### config.mk
export PLATFORM = sky130hd
export DESIGN_NAME = sys_cmd_ctrl
export DESIGN_NICKNAME = d
export VERILOG_FILES = /design/src/rtl/sys_cmd_ctrl_pkg.sv /design/src/rtl/sys_cmd_ctrl_timeout.sv /design/src/rtl/sys_cmd_ctrl.sv
export SDC_FILE = /design/constraint.sdc
export NUM_CORES = 1
export LEC_CHECK = 0
export CAP_MARGIN = 20
export CORE_MARGIN = 2
export CORE_UTILIZATION = 38
export DETAILED_ROUTE_END_ITERATION = 12
export HOLD_SLACK_MARGIN = 0.05
export SKIP_CTS_REPAIR_TIMING = 1
export SLEW_MARGIN = 40
export SYNTH_ARGS = -nofsm -noshare
export SYNTH_HDL_FRONTEND = slang
export SYNTH_HIERARCHICAL = 1
export SYNTH_SLANG_ARGS = --single-unit
export TNS_END_PERCENT = 1
### constraint.sdc
create_clock -name CLK -period 1.8 [get_ports CLK]
set_clock_uncertainty 0.05 [all_clocks]
set_input_delay 0.45 -clock CLK [delete_from_list [all_inputs] [get_ports CLK]]
set_output_delay 0.45 -clock CLK [all_outputs]
set_load 0.02 [all_outputs]
### src/rtl/sys_cmd_ctrl_pkg.sv
// Shared definitions for the command-frame decoder: default widths, command
// opcodes, operand register addresses and the FSM state encoding.
package sys_cmd_ctrl_pkg;

  localparam int DEF_WIDTH      = 8;
  localparam int DEF_ADDR_WIDTH = 4;

  // Command opcodes (first byte of every frame)
  localparam logic [7:0] CMD_RF_WR   = 8'hAA;
  localparam logic [7:0] CMD_RF_RD   = 8'hBB;
  localparam logic [7:0] CMD_ALU_OP  = 8'hCC;
  localparam logic [7:0] CMD_ALU_NOP = 8'hDD;

  // Register-file locations that receive the ALU operands
  localparam int OPA_ADDR = 0;
  localparam int OPB_ADDR = 1;

  typedef enum logic [3:0] {
    ST_IDLE,
    ST_WR_ADDR,
    ST_WR_DATA,
    ST_RD_ADDR,
    ST_RD_WAIT,
    ST_ALU_OPA,
    ST_ALU_OPB,
    ST_ALU_FUN,
    ST_ALU_WAIT,
    ST_TX_RD,
    ST_TX_LSB,
    ST_TX_MSB
  } state_e;

  // States in which the decoder is waiting for the next byte of a frame
  function automatic logic is_byte_wait(input state_e s);
    return (s == ST_WR_ADDR) || (s == ST_WR_DATA) || (s == ST_RD_ADDR) ||
           (s == ST_ALU_OPA) || (s == ST_ALU_OPB) || (s == ST_ALU_FUN);
  endfunction

endpackage

### src/rtl/sys_cmd_ctrl_timeout.sv
// Inter-byte timeout counter. Counts cycles while the decoder waits for a
// frame byte, restarts on every received byte, and flags the cycle on which
// TIMEOUT_CYCLES idle cycles have elapsed. Used only with CMD_TIMEOUT_EN.
module cmd_timeout_cnt #(
  parameter int TIMEOUT_CYCLES = 4096
) (
  input  logic CLK,
  input  logic RST,
  input  logic run,
  input  logic clr,
  output logic expired
);

  localparam int CNT_W = (TIMEOUT_CYCLES > 2) ? $clog2(TIMEOUT_CYCLES) : 1;

  logic [CNT_W-1:0] cnt_reg;

  // Idle-cycle counter, held at zero outside the byte-wait states
  always_ff @(posedge CLK or negedge RST) begin
    if (!RST) begin
      cnt_reg <= '0;
    end else if (!run || clr) begin
      cnt_reg <= '0;
    end else begin
      cnt_reg <= cnt_reg + 1'b1;
    end
  end

  assign expired = run && !clr && (cnt_reg == CNT_W'(TIMEOUT_CYCLES - 1));

endmodule

### src/rtl/sys_cmd_ctrl.sv
// Command-frame decoder (REF_CLK domain). Assembles RX bytes into register
// write/read and ALU frames, issues one-cycle strobes, drives the ALU clock
// gate and pushes responses into the TX FIFO. All outputs are registered.
// Optional build macro: CMD_TIMEOUT_EN (inter-byte timeout back to IDLE).
module sys_cmd_ctrl
  import sys_cmd_ctrl_pkg::*;
#(
  parameter int WIDTH          = DEF_WIDTH,
  parameter int ADDR_WIDTH     = DEF_ADDR_WIDTH,
  parameter int TIMEOUT_CYCLES = 4096
) (
  input  logic                  CLK,
  input  logic                  RST,
  input  logic [WIDTH-1:0]      RX_P_DATA,
  input  logic                  RX_D_VLD,
  input  logic [WIDTH-1:0]      RF_RdData,
  input  logic                  RF_RdData_VLD,
  input  logic [2*WIDTH-1:0]    ALU_OUT,
  input  logic                  ALU_OUT_VLD,
  input  logic                  FIFO_FULL,
  output logic                  RF_WrEn,
  output logic                  RF_RdEn,
  output logic [ADDR_WIDTH-1:0] RF_Address,
  output logic [WIDTH-1:0]      RF_WrData,
  output logic                  ALU_EN,
  output logic [3:0]            ALU_FUN,
  output logic                  Gate_EN,
  output logic [WIDTH-1:0]      TX_P_DATA,
  output logic                  TX_D_VLD
);

  state_e                state_reg, state_next;
  logic [ADDR_WIDTH-1:0] addr_reg, addr_next;
  logic [2*WIDTH-1:0]    result_reg, result_next;

  logic                  rf_wr_en_reg, rf_wr_en_next;
  logic                  rf_rd_en_reg, rf_rd_en_next;
  logic [ADDR_WIDTH-1:0] rf_address_reg, rf_address_next;
  logic [WIDTH-1:0]      rf_wr_data_reg, rf_wr_data_next;
  logic                  alu_en_reg, alu_en_next;
  logic [3:0]            alu_fun_reg, alu_fun_next;
  logic                  gate_en_reg, gate_en_next;
  logic [WIDTH-1:0]      tx_p_data_reg, tx_p_data_next;
  logic                  tx_d_vld_reg, tx_d_vld_next;

  logic                  timeout_hit;

`ifdef CMD_TIMEOUT_EN
  cmd_timeout_cnt #(
    .TIMEOUT_CYCLES (TIMEOUT_CYCLES)
  ) u_timeout (
    .CLK     (CLK),
    .RST     (RST),
    .run     (is_byte_wait(state_reg)),
    .clr     (RX_D_VLD),
    .expired (timeout_hit)
  );
`else
  // Without the timeout the decoder waits indefinitely for the next byte
  assign timeout_hit = 1'b0 && (TIMEOUT_CYCLES > 0);
`endif

  // State and registered-output update
  always_ff @(posedge CLK or negedge RST) begin
    if (!RST) begin
      state_reg      <= ST_IDLE;
      addr_reg       <= '0;
      result_reg     <= '0;
      rf_wr_en_reg   <= 1'b0;
      rf_rd_en_reg   <= 1'b0;
      rf_address_reg <= '0;
      rf_wr_data_reg <= '0;
      alu_en_reg     <= 1'b0;
      alu_fun_reg    <= '0;
      gate_en_reg    <= 1'b0;
      tx_p_data_reg  <= '0;
      tx_d_vld_reg   <= 1'b0;
    end else begin
      state_reg      <= state_next;
      addr_reg       <= addr_next;
      result_reg     <= result_next;
      rf_wr_en_reg   <= rf_wr_en_next;
      rf_rd_en_reg   <= rf_rd_en_next;
      rf_address_reg <= rf_address_next;
      rf_wr_data_reg <= rf_wr_data_next;
      alu_en_reg     <= alu_en_next;
      alu_fun_reg    <= alu_fun_next;
      gate_en_reg    <= gate_en_next;
      tx_p_data_reg  <= tx_p_data_next;
      tx_d_vld_reg   <= tx_d_vld_next;
    end
  end

  // Next-state and next-output decode. When a response arrives and the FIFO
  // has room, the first byte is pushed straight away so the push lands one
  // cycle after the valid pulse; the TX_RD/TX_LSB states then only hold a
  // byte that was blocked by FIFO_FULL.
  always_comb begin
    state_next      = state_reg;
    addr_next       = addr_reg;
    result_next     = result_reg;
    rf_wr_en_next   = 1'b0;
    rf_rd_en_next   = 1'b0;
    rf_address_next = rf_address_reg;
    rf_wr_data_next = rf_wr_data_reg;
    alu_en_next     = 1'b0;
    alu_fun_next    = alu_fun_reg;
    tx_p_data_next  = tx_p_data_reg;
    tx_d_vld_next   = 1'b0;

    case (state_reg)
      ST_IDLE: begin
        if (RX_D_VLD) begin
          if (RX_P_DATA == WIDTH'(CMD_RF_WR)) begin
            state_next = ST_WR_ADDR;
          end else if (RX_P_DATA == WIDTH'(CMD_RF_RD)) begin
            state_next = ST_RD_ADDR;
          end else if (RX_P_DATA == WIDTH'(CMD_ALU_OP)) begin
            state_next = ST_ALU_OPA;
          end else if (RX_P_DATA == WIDTH'(CMD_ALU_NOP)) begin
            state_next = ST_ALU_FUN;
          end
        end
      end
      ST_WR_ADDR: begin
        if (RX_D_VLD) begin
          addr_next  = RX_P_DATA[ADDR_WIDTH-1:0];
          state_next = ST_WR_DATA;
        end
      end
      ST_WR_DATA: begin
        if (RX_D_VLD) begin
          rf_wr_en_next   = 1'b1;
          rf_address_next = addr_reg;
          rf_wr_data_next = RX_P_DATA;
          state_next      = ST_IDLE;
        end
      end
      ST_RD_ADDR: begin
        if (RX_D_VLD) begin
          rf_rd_en_next   = 1'b1;
          rf_address_next = RX_P_DATA[ADDR_WIDTH-1:0];
          state_next      = ST_RD_WAIT;
        end
      end
      ST_RD_WAIT: begin
        if (RF_RdData_VLD) begin
          result_next = {{WIDTH{1'b0}}, RF_RdData};
          if (!FIFO_FULL) begin
            tx_d_vld_next  = 1'b1;
            tx_p_data_next = RF_RdData;
            state_next     = ST_IDLE;
          end else begin
            state_next = ST_TX_RD;
          end
        end
      end
      ST_ALU_OPA: begin
        if (RX_D_VLD) begin
          rf_wr_en_next   = 1'b1;
          rf_address_next = ADDR_WIDTH'(OPA_ADDR);
          rf_wr_data_next = RX_P_DATA;
          state_next      = ST_ALU_OPB;
        end
      end
      ST_ALU_OPB: begin
        if (RX_D_VLD) begin
          rf_wr_en_next   = 1'b1;
          rf_address_next = ADDR_WIDTH'(OPB_ADDR);
          rf_wr_data_next = RX_P_DATA;
          state_next      = ST_ALU_FUN;
        end
      end
      ST_ALU_FUN: begin
        if (RX_D_VLD) begin
          alu_en_next  = 1'b1;
          alu_fun_next = RX_P_DATA[3:0];
          state_next   = ST_ALU_WAIT;
        end
      end
      ST_ALU_WAIT: begin
        if (ALU_OUT_VLD) begin
          result_next = ALU_OUT;
          if (!FIFO_FULL) begin
            tx_d_vld_next  = 1'b1;
            tx_p_data_next = ALU_OUT[WIDTH-1:0];
            state_next     = ST_TX_MSB;
          end else begin
            state_next = ST_TX_LSB;
          end
        end
      end
      ST_TX_RD: begin
        if (!FIFO_FULL) begin
          tx_d_vld_next  = 1'b1;
          tx_p_data_next = result_reg[WIDTH-1:0];
          state_next     = ST_IDLE;
        end
      end
      ST_TX_LSB: begin
        if (!FIFO_FULL) begin
          tx_d_vld_next  = 1'b1;
          tx_p_data_next = result_reg[WIDTH-1:0];
          state_next     = ST_TX_MSB;
        end
      end
      ST_TX_MSB: begin
        if (!FIFO_FULL) begin
          tx_d_vld_next  = 1'b1;
          tx_p_data_next = result_reg[2*WIDTH-1:WIDTH];
          state_next     = ST_IDLE;
        end
      end
      default: begin
        state_next = ST_IDLE;
      end
    endcase

    // A timeout only fires in byte-wait states on cycles with no byte, so no
    // strobe has been requested above when it overrides the next state.
    if (timeout_hit) begin
      state_next = ST_IDLE;
    end

    // Clock gate open while an ALU function byte or result is outstanding
    gate_en_next = (state_next == ST_ALU_FUN) || (state_next == ST_ALU_WAIT);
  end

  assign RF_WrEn    = rf_wr_en_reg;
  assign RF_RdEn    = rf_rd_en_reg;
  assign RF_Address = rf_address_reg;
  assign RF_WrData  = rf_wr_data_reg;
  assign ALU_EN     = alu_en_reg;
  assign ALU_FUN    = alu_fun_reg;
  assign Gate_EN    = gate_en_reg;
  assign TX_P_DATA  = tx_p_data_reg;
  assign TX_D_VLD   = tx_d_vld_reg;

endmodule

==> results of run 1 <==
==> cell usage after synthesis (7+ instances only) <==
master | count | area, sq um
buf_2 | 10 | 50.1
o21ai_1 | 22 | 110
mux2_2 | 8 | 90.1
nand2_1 | 36 | 135
nor2b_1 | 9 | 56.3
a211oi_1 | 16 | 120
nand3_1 | 9 | 45.0
nand2b_1 | 7 | 43.8
a21oi_1 | 15 | 75.1
mux2i_1 | 17 | 170
dfrtp_1 | 53 | 1330
mux2_1 | 8 | 90.1
==> through the flow <==
stage / cells / instance area, sq um / utilization (%) / TNS [ns]
6_report: 468 / 4050 / 56.5 / 0
5_1_grt: 468 / 4050 / 56.5 / -0.0859
4_1_cts: 466 / 3940 / 54.9 / -0.00865
3_5_place_dp: 458 / 3840 / 53.5 / -4.88
3_3_place_gp: 458 / 3840 / 53.5 / -4.81
2_1_floorplan: 274 / 2780 / - / 0
==> logic make-up after synthesis <==
group           after synthesis
compound gates               77
xor+xnor                      2
buf+inv                      22
flops                        53
mux                          33
simple gates                 87
==> final timing paths <==
check | from | endpoint | slack (ns)
max | RF_WrData[6] | RF_WrData[6] | 0.008
min | RST | RF_WrData[2] | 0.06
max reg2reg | state_reg[2] | Gate_EN | 0.04
min reg2reg | result_reg[11] | result_reg[11] | 0.43
max in group asynchronous | RST | state_reg[2] | 1.38
min in group CLK | result_reg[11] | result_reg[11] | 0.43
==> power by group <==
part	switching [mW]	leakage (nW)	internal (mW)
registers	0.283	0.677	1.65
clock network	0.389	0.0542	0.348
logic	1.64	1.23	1.64
==> per-layer routing <==
| metal | vias up | global-route usage, % | wire length (um) | part of all wire [%] |
|---|---|---|---|---|
| li1 | 1183 | - | - | - |
| met1 | 1143 | 27.9 | 3490 | 49 |
| met2 | 47 | 26.8 | 3310 | 46 |
| met3 | 9 | 2.49 | 269 | 3.7 |
| met4 | 0 | 5.97 | 114 | 1.6 |
| met5 | - | 0 | 0 | 0 |
==> layout make-up <==
cell class | instances | area, sq um | area share (%)
clock buffers | 7 | 96.3 | 2.38
inverters | 3 | 11.3 | 0.278
well taps | 99 | 124 | 3.06
repair buffers | 106 | 1100 | 27.3
flip-flops and latches | 53 | 1330 | 32.8
multi-input cells | 199 | 1380 | 34.1
clock inverters | 1 | 5.00 | 0.124
==> impl_metrics.toml, run 1 <==
[run_status]
status = "complete, no violations"

[synth]
synth-xor-area-share_pct = 0.630
ys_types = 49
ys_seq_area_share_pct = 47.7
synth-compound-area-share_pct = 18.3
yosys.area_share.adder_pct = 0
ys_ff_latch = 53
synthSimpleGateAreaFrac_pct = 17.1
synthFlopType = "dfrtp_1"
ys_warn_count = 6
syn-cell-area_sq_um = 2780
synth_top_family_by_area = "compound AO/OA/AOI/OAI gates"
syn-mean-instance-area_sq_um = 10.1
synth_nets = 312
synthCells = 274
synth_edf_count = 0
synthMuxAreaShare_pct = 12.6
synthArstFlopShare_pct = 100

[finish]
largest_register_ffs = 16
antenna_cells = 0
drive_above_1_share_pct = 19.0
final_common_cell = "dfrtp_1"
area_growth_pct = 45.7
fin_nets = 406
fill_cells = 660
final_cell_mix = "dfrtp_1, clkdlybuf4s50_1, nand2_1"

[placed_design]
gp_congestion = 0.878
pre_cts_ws_ns = -0.312
port_buffers = 66
dpl.hpwl_um = 5240

[die]
ios = 67
dieArea_sq_um = 8020
start_util_pct = 38.7
die_y_um = 89.5
die_w_um = 89.5
num_rows = 31
core_region_area_sq_um = 7180

[timing]
fin_crit_sh_pct = 99.5
period_minus_slack_ns = 1.79
relSlewSlack_pct = 66.7
holdWs_ns = 0.0625
setup_ws_ns = 0.00823
drv_slew = 0
worst_slew_pin_slew_ns = 0.495
setup_violations = 0
rsz0062_at_grt = "true"
fmax_mhz = 558
finalHoldViolCount = 0

[critical_path]
crit_buf_inv = 1
critical_path_depth = 1
cp_max_fo = 2
endpoint_kind = "output port"
crit_required_ns = 1.30
startpoint_type = "flip-flop"
worstSetupPathType = "reg2out"
crit_family = "buffers and inverters"
slowest_delay_ns = 0.61
rr_worst_depth = 5
arrival_ns = 1.29
cp_slowest_cell = "clkdlybuf4s50_1"
path_cells = "clkdlybuf4s50_1"

[routing]
drc = 0
routed_wl_um = 7180
num_vias = 2382
drt_iter0_drc = 170
drtPass1Iterations = 6
via_per_inst = 5.09
wire_per_inst_um = 15.3
ant_nets = 0

[clock_tree]
clk_pin_slew_ns = 0.09
htree_levels = 2
clock_latency_ns = 0.31
cts_sinks = 53
clk_path_buf_depth = 2
cts_buffers = 5
cts_tree = "yes"
clockRootBuffer = "clkbuf_8"

[pwr]
peakVddDrop_v = 0.000601
p_leak_nw = 1.97
powerDensity_nw_per_um2 = 1470
finalPower_mw = 5.95

[global_routing]
grt_max_degree = 54
grt-ovfl-total = 0
grt_pass1_wl_um = 11200
grt_pass1_vias = 2212
grt_use_total_pct = 18.3
antenna_found_initial = 0

[run]
cap_viol_max_count = 0

[worst_hold_path]
min_path_type = "in2async"
Note: power is estimated with default switching activity, not from simulation.
==> run 2, diff against run 1 <==
- ABC_AREA: unset -> 1
==> run 2 against run 1 <==
Compared with the run above:
- worst setup slack better by 0.041 ns
- maximum frequency up 2.4%
- synthesized cell count up 19%
- total power down 4.2%
- via count up 3.8%
- global-route usage down 0.42 points
- wire length down 7.9%
- area after synthesis down 5.0%
- first-iteration DRC count down 25%
- worst hold slack better by 0.36 ns
- die area down 4.7%
- core utilization down 0.85 points
==> impl_metrics.toml, run 2 <==
[global_routing]
grt_pass1_vias = 2424
grt_use_total_pct = 17.9
grt_pass1_wl_um = 10900
grt-ovfl-total = 0
antenna_found_initial = 0
grt_max_degree = 36

[synth]
synth_nets = 365
syn-mean-instance-area_sq_um = 8.08
synthCells = 327
synth_edf_count = 0
synth_common_cells = "nand2_1, dfrtp_1, nor2_1"
synth_area_leaders = "dfrtp_1, nand2_1, nor2_1, o21ai_0, a31oi_1"
synth_top_area_cell = "dfrtp_1"
syn-cell-area_sq_um = 2640
ys_seq_area_share_pct = 50.2
ys_types = 31
ys_ff_latch = 53
ys_warn_count = 6
yosysMostFrequentCell = "nand2_1"
synthArstFlopShare_pct = 100
synth_top_area_share_pct = 50.2
synthFlopType = "dfrtp_1"

[routing]
via_per_inst = 4.97
ant_nets = 0
drt_iter0_drc = 127
drtPass1Iterations = 4
drc = 0
num_vias = 2472
wire_per_inst_um = 13.3
routed_wl_um = 6610

[timing]
holdWs_ns = 0.422
rsz0062_at_grt = "true"
timing.setup.tns_ns = 0
fmax_mhz = 571
drv_slew = 0
fin_crit_sh_pct = 97.2
relSlewSlack_pct = 83.0
period_minus_slack_ns = 1.75
finalHoldViolCount = 0
setup_violations = 0
worst_slew_pin_slew_ns = 0.255

[clock_tree]
clock_latency_ns = 0.29
clk_pin_slew_ns = 0.09
cts_sinks = 53
cts_buffers = 5
cts_tree = "yes"
clk_path_buf_depth = 2
htree_levels = 2
clockRootBuffer = "clkbuf_8"

[die]
num_rows = 30
die_w_um = 87.4
dieArea_sq_um = 7640
core_region_area_sq_um = 6760
die_y_um = 87.4
start_util_pct = 39.1
ios = 67

[placed_design]
dpl.hpwl_um = 4960
gp_congestion = 0.878
port_buffers = 66

[finish]
largest_register_ffs = 16
drive_above_1_share_pct = 13.2
area_growth_pct = 42.2
final_cell_mix = "nand2_1, dfrtp_1, nor2_1, clkdlybuf4s50_1, o21ai_0"
fin_nets = 454
antenna_cells = 0
final_common_cell = "nand2_1"

[critical_path]
crit_required_ns = 1.30
endpoint_kind = "output port"
worstSetupPathType = "reg2out"
slowest_delay_ns = 0.60
cp_max_fo = 2
arrival_ns = 1.25
path_cells = "clkdlybuf4s50_1"
crit_family = "buffers and inverters"
startpoint_type = "flip-flop"
crit_buf_inv = 1
cp_slowest_cell = "clkdlybuf4s50_1"

[run_status]
status = "complete, no violations"

[pwr]
p_leak_nw = 1.92
peakVddDrop_v = 0.000678
powerDensity_nw_per_um2 = 1520

[run]
cap_viol_max_count = 0

[worst_hold_path]
min_path_type = "reg2reg"
run 2: cell types whose count changed after synthesis, sizes merged, moves of 8 or more:
cell,previous run,this run
nand3,9,17
a211oi,16,0
nor2b,10,0
nor2,4,46
mux2,16,1
a31oi,3,19
nand2,36,82
mux2i,17,0
o21ai,24,39
inv,3,30
run 2: cells by family after synthesis:
family / Yosys count / share of synthesized area [%]
and+or+nand+nor: 155 / 25.4
buffers and inverters: 40 / 6.87
DFF: 53 / 50.2
muxes: 1 / 0.426
AOI/OAI and AO/OA: 78 / 17.1
run 2: routing by layer:
layer / track usage, % / vias to the layer above / part of all wire, %
met3: 3.79 / 4 / 5.1
met4: 3.78 / 0 / 0.54
met2: 28.9 / 65 / 46
met5: 0 / - / 0
li1: - / 1263 / -
met1: 24.9 / 1140 / 49
run 2: power by group:
group,internal (mW),switching [mW],total [mW]
Combinational,1.24,1.62,2.86
Clock,0.418,0.387,0.805
Sequential,1.73,0.306,2.03
run 2: per-stage QoR:
stage / worst slack, ns / instances / total power [mW] / cell area [sq um] / utilization, %
finish: 0.0496 / 497 / 5.70 / 3760 / 55.6
global route: -0.0298 / 497 / 6.18 / 3760 / 55.6
CTS: -0.0109 / 496 / 5.81 / 3680 / 54.4
detailed placement: -0.128 / 488 / 4.98 / 3570 / 52.8
global placement: -0.109 / 488 / 4.95 / 3570 / 52.8
floorplan: 0.189 / 327 / 3.81 / 2640 / -
run 2: layout make-up:
type,count,area (sq um)
clock buffer,6,72.6
clock inverter,2,38.8
fill,634,3000
inverter,30,113
multi-input combinational,234,1140
sequential,53,1330
tap,80,100
timing repair buffer,92,967
run 2: path summary, 6_finish.rpt:
check,startpoint,endpoint,slack (ns),depth (start not counted)
worst max-delay path,TX_P_DATA[7],TX_P_DATA[7],0.05,1
worst min-delay path,RF_WrData[7],RF_WrData[7],0.42,2
worst max register to register,state_reg[0],result_reg[4],0.11,8
worst min register to register,RF_WrData[7],RF_WrData[7],0.42,2
max in group asynchronous,RST,state_reg[1],0.86,3
min in group asynchronous,RST,result_reg[8],0.59,3
==> run 3, diff against run 2 <==
--- a/config.mk
+++ b/config.mk
@@ -7,5 +7,5 @@
 export LEC_CHECK = 0
 export ABC_AREA = 1
-export CAP_MARGIN = 20
+export CAP_MARGIN = 25
 export CORE_MARGIN = 2
 export CORE_UTILIZATION = 38
==> constraint.sdc (replaced) <==
create_clock -name CLK -period 1.8 [get_ports CLK]
set_clock_uncertainty 0.05 [all_clocks]
set_input_delay 0.36 -clock CLK [delete_from_list [all_inputs] [get_ports CLK]]
set_output_delay 0.36 -clock CLK [all_outputs]
set_load 0.02 [all_outputs]
==> run 3 against run 2 <==
Compared with the run above:
- register-to-register slack improved by 0.07 ns
- largest power group unchanged
- sequential share of layout area rose by 1.3 points
- largest cell class unchanged
- first-iteration DRC count down 28%
- worst setup slack improved by 0.049 ns
- non-clock buffer count fell by 2
- sequential power is essentially flat
- clock-buffer cell count unchanged
- total power shrank 1.2%
==> impl_metrics.toml, run 3 (same netlist as run 2, synthesis figures left out) <==
[die]
start_util_pct = 39.1
die_w_um = 87.4
ios = 67
die_y_um = 87.4
num_rows = 30
core_region_area_sq_um = 6760
dieArea_sq_um = 7640

[critical_path]
setup.worst_path.start = "TX_P_DATA[5]"
endpoint = "TX_P_DATA[5]"
endpoint_kind = "output port"
cp_max_fo = 2
crit_family = "buffers and inverters"
rr_worst_depth = 7
r2r-end = "result_reg[14]"
worstSetupPathType = "reg2out"
critical_path_depth = 1
crit_buf_inv = 1
rrSetupSlack_ns = 0.18
path_cells = "clkdlybuf4s50_1"
slowest_delay_ns = 0.61
r2r-start = "state_reg[3]"
crit_required_ns = 1.39
startpoint_type = "flip-flop"
cp_slowest_cell = "clkdlybuf4s50_1"
arrival_ns = 1.29

[clock_tree]
cts_buffers = 5
cts_sinks = 53
clockRootBuffer = "clkbuf_8"
clk_path_buf_depth = 2
cts_tree = "yes"
clock_latency_ns = 0.30
clk_pin_slew_ns = 0.09
htree_levels = 2

[routing]
ant_nets = 0
routed_wl_um = 6610
wire_per_inst_um = 13.4
drc = 0
wl_met3_um = 312
drt_iter0_drc = 92
via_per_inst = 5.07
wirelength_met1_um = 3180
drtPass1Iterations = 5
route.met2.wl_um = 3090
num_vias = 2507
top_layer = "met4"

[finish]
final_util_pct = 53.7
final_cell_mix = "nand2_1, clkdlybuf4s50_1, dfrtp_1"
fin_cells = 494
antenna_cells = 0
fin_nets = 452
final_common_cell = "nand2_1"
area_growth_pct = 37.2
drive_above_1_share_pct = 12.6
fill_cells = 647
design_area_sq_um = 3630
largest_register_ffs = 16

[timing]
worst_slew_pin_slew_ns = 0.430
setup_violations = 0
period_minus_slack_ns = 1.70
setup_ws_ns = 0.0984
rsz0062_at_grt = "false"
drv_slew = 0
fmax_mhz = 588
relSlewSlack_pct = 71.3
fin_crit_sh_pct = 94.5
finalHoldViolCount = 0

[global_routing]
grt_pass1_vias = 2361
antenna_found_initial = 0
grt-ovfl-total = 0
grt_max_degree = 35
grt_pass1_wl_um = 10700
grt_use_total_pct = 17.9

[placed_design]
dpl.hpwl_um = 4900
pre_cts_ws_ns = -0.0371
dpl_cell_area_sq_um = 3510
gp_congestion = 0.867
place_inst = 485
port_buffers = 66

[run]
cap_viol_max_count = 0

[pwr]
finalPower_mw = 5.63
peakVddDrop_v = 0.000667
p_leak_nw = 1.64
powerDensity_nw_per_um2 = 1550

[worst_hold_path]
min_path_type = "reg2reg"

[run_status]
status = "complete, no violations"
run 3: changes by cell type in the layout (fill, tap and decap cells not counted), sizes merged:
cell,previous run,this run
bufinv,1,0
clkinv,1,0
clkinvlp,0,1
buf,26,24
clkdlybuf4s50,41,65
dlymetal6s2s,24,0
run 3: worst min path at each step:
stage | slack, ns | cells past startpoint | start | end
floorplan | 0.01 | 0 | RST | ALU_EN
global placement | 0.31 | 2 | RST | result_reg[10]
detailed placement | 0.31 | 2 | RST | result_reg[10]
CTS | -0.02 | 2 | RST | TX_P_DATA[2]
global route | 0.47 | 2 | addr_reg[3] | addr_reg[3]
finish | 0.43 | 2 | RF_WrData[7] | RF_WrData[7]
run 3: metal layers:
metal	vias to the layer above	track usage, %
li1	1257	-
met1	1186	24.3
met2	62	29.1
met3	2	4.17
met4	0	4.20
met5	-	0
run 3: layout make-up:
cell class                 count  area (sq um)  area share [%]
clock buffer                   6          82.6            2.28
tap                           80           100            2.76
clock inverter                 1          7.51           0.207
sequential                    53          1330            36.6
multi-input combinational    234          1140            31.4
timing repair buffer          90           855            23.6
inverter                      30           113            3.11
run 3: per-stage QoR:
stage	hold slack [ns]	TNS, ns
after global placement	0.313	-0.0167
final	0.427	0
after detailed placement	0.312	-0.0371
after global routing	0.470	0
after floorplan	0.0144	0
after CTS	-0.0234	0
run 3: power breakdown:
part | switching (mW) | total [mW] | internal, mW
clock network | 0.386 | 0.691 | 0.305
logic | 1.64 | 2.91 | 1.27
registers | 0.305 | 2.03 | 1.73
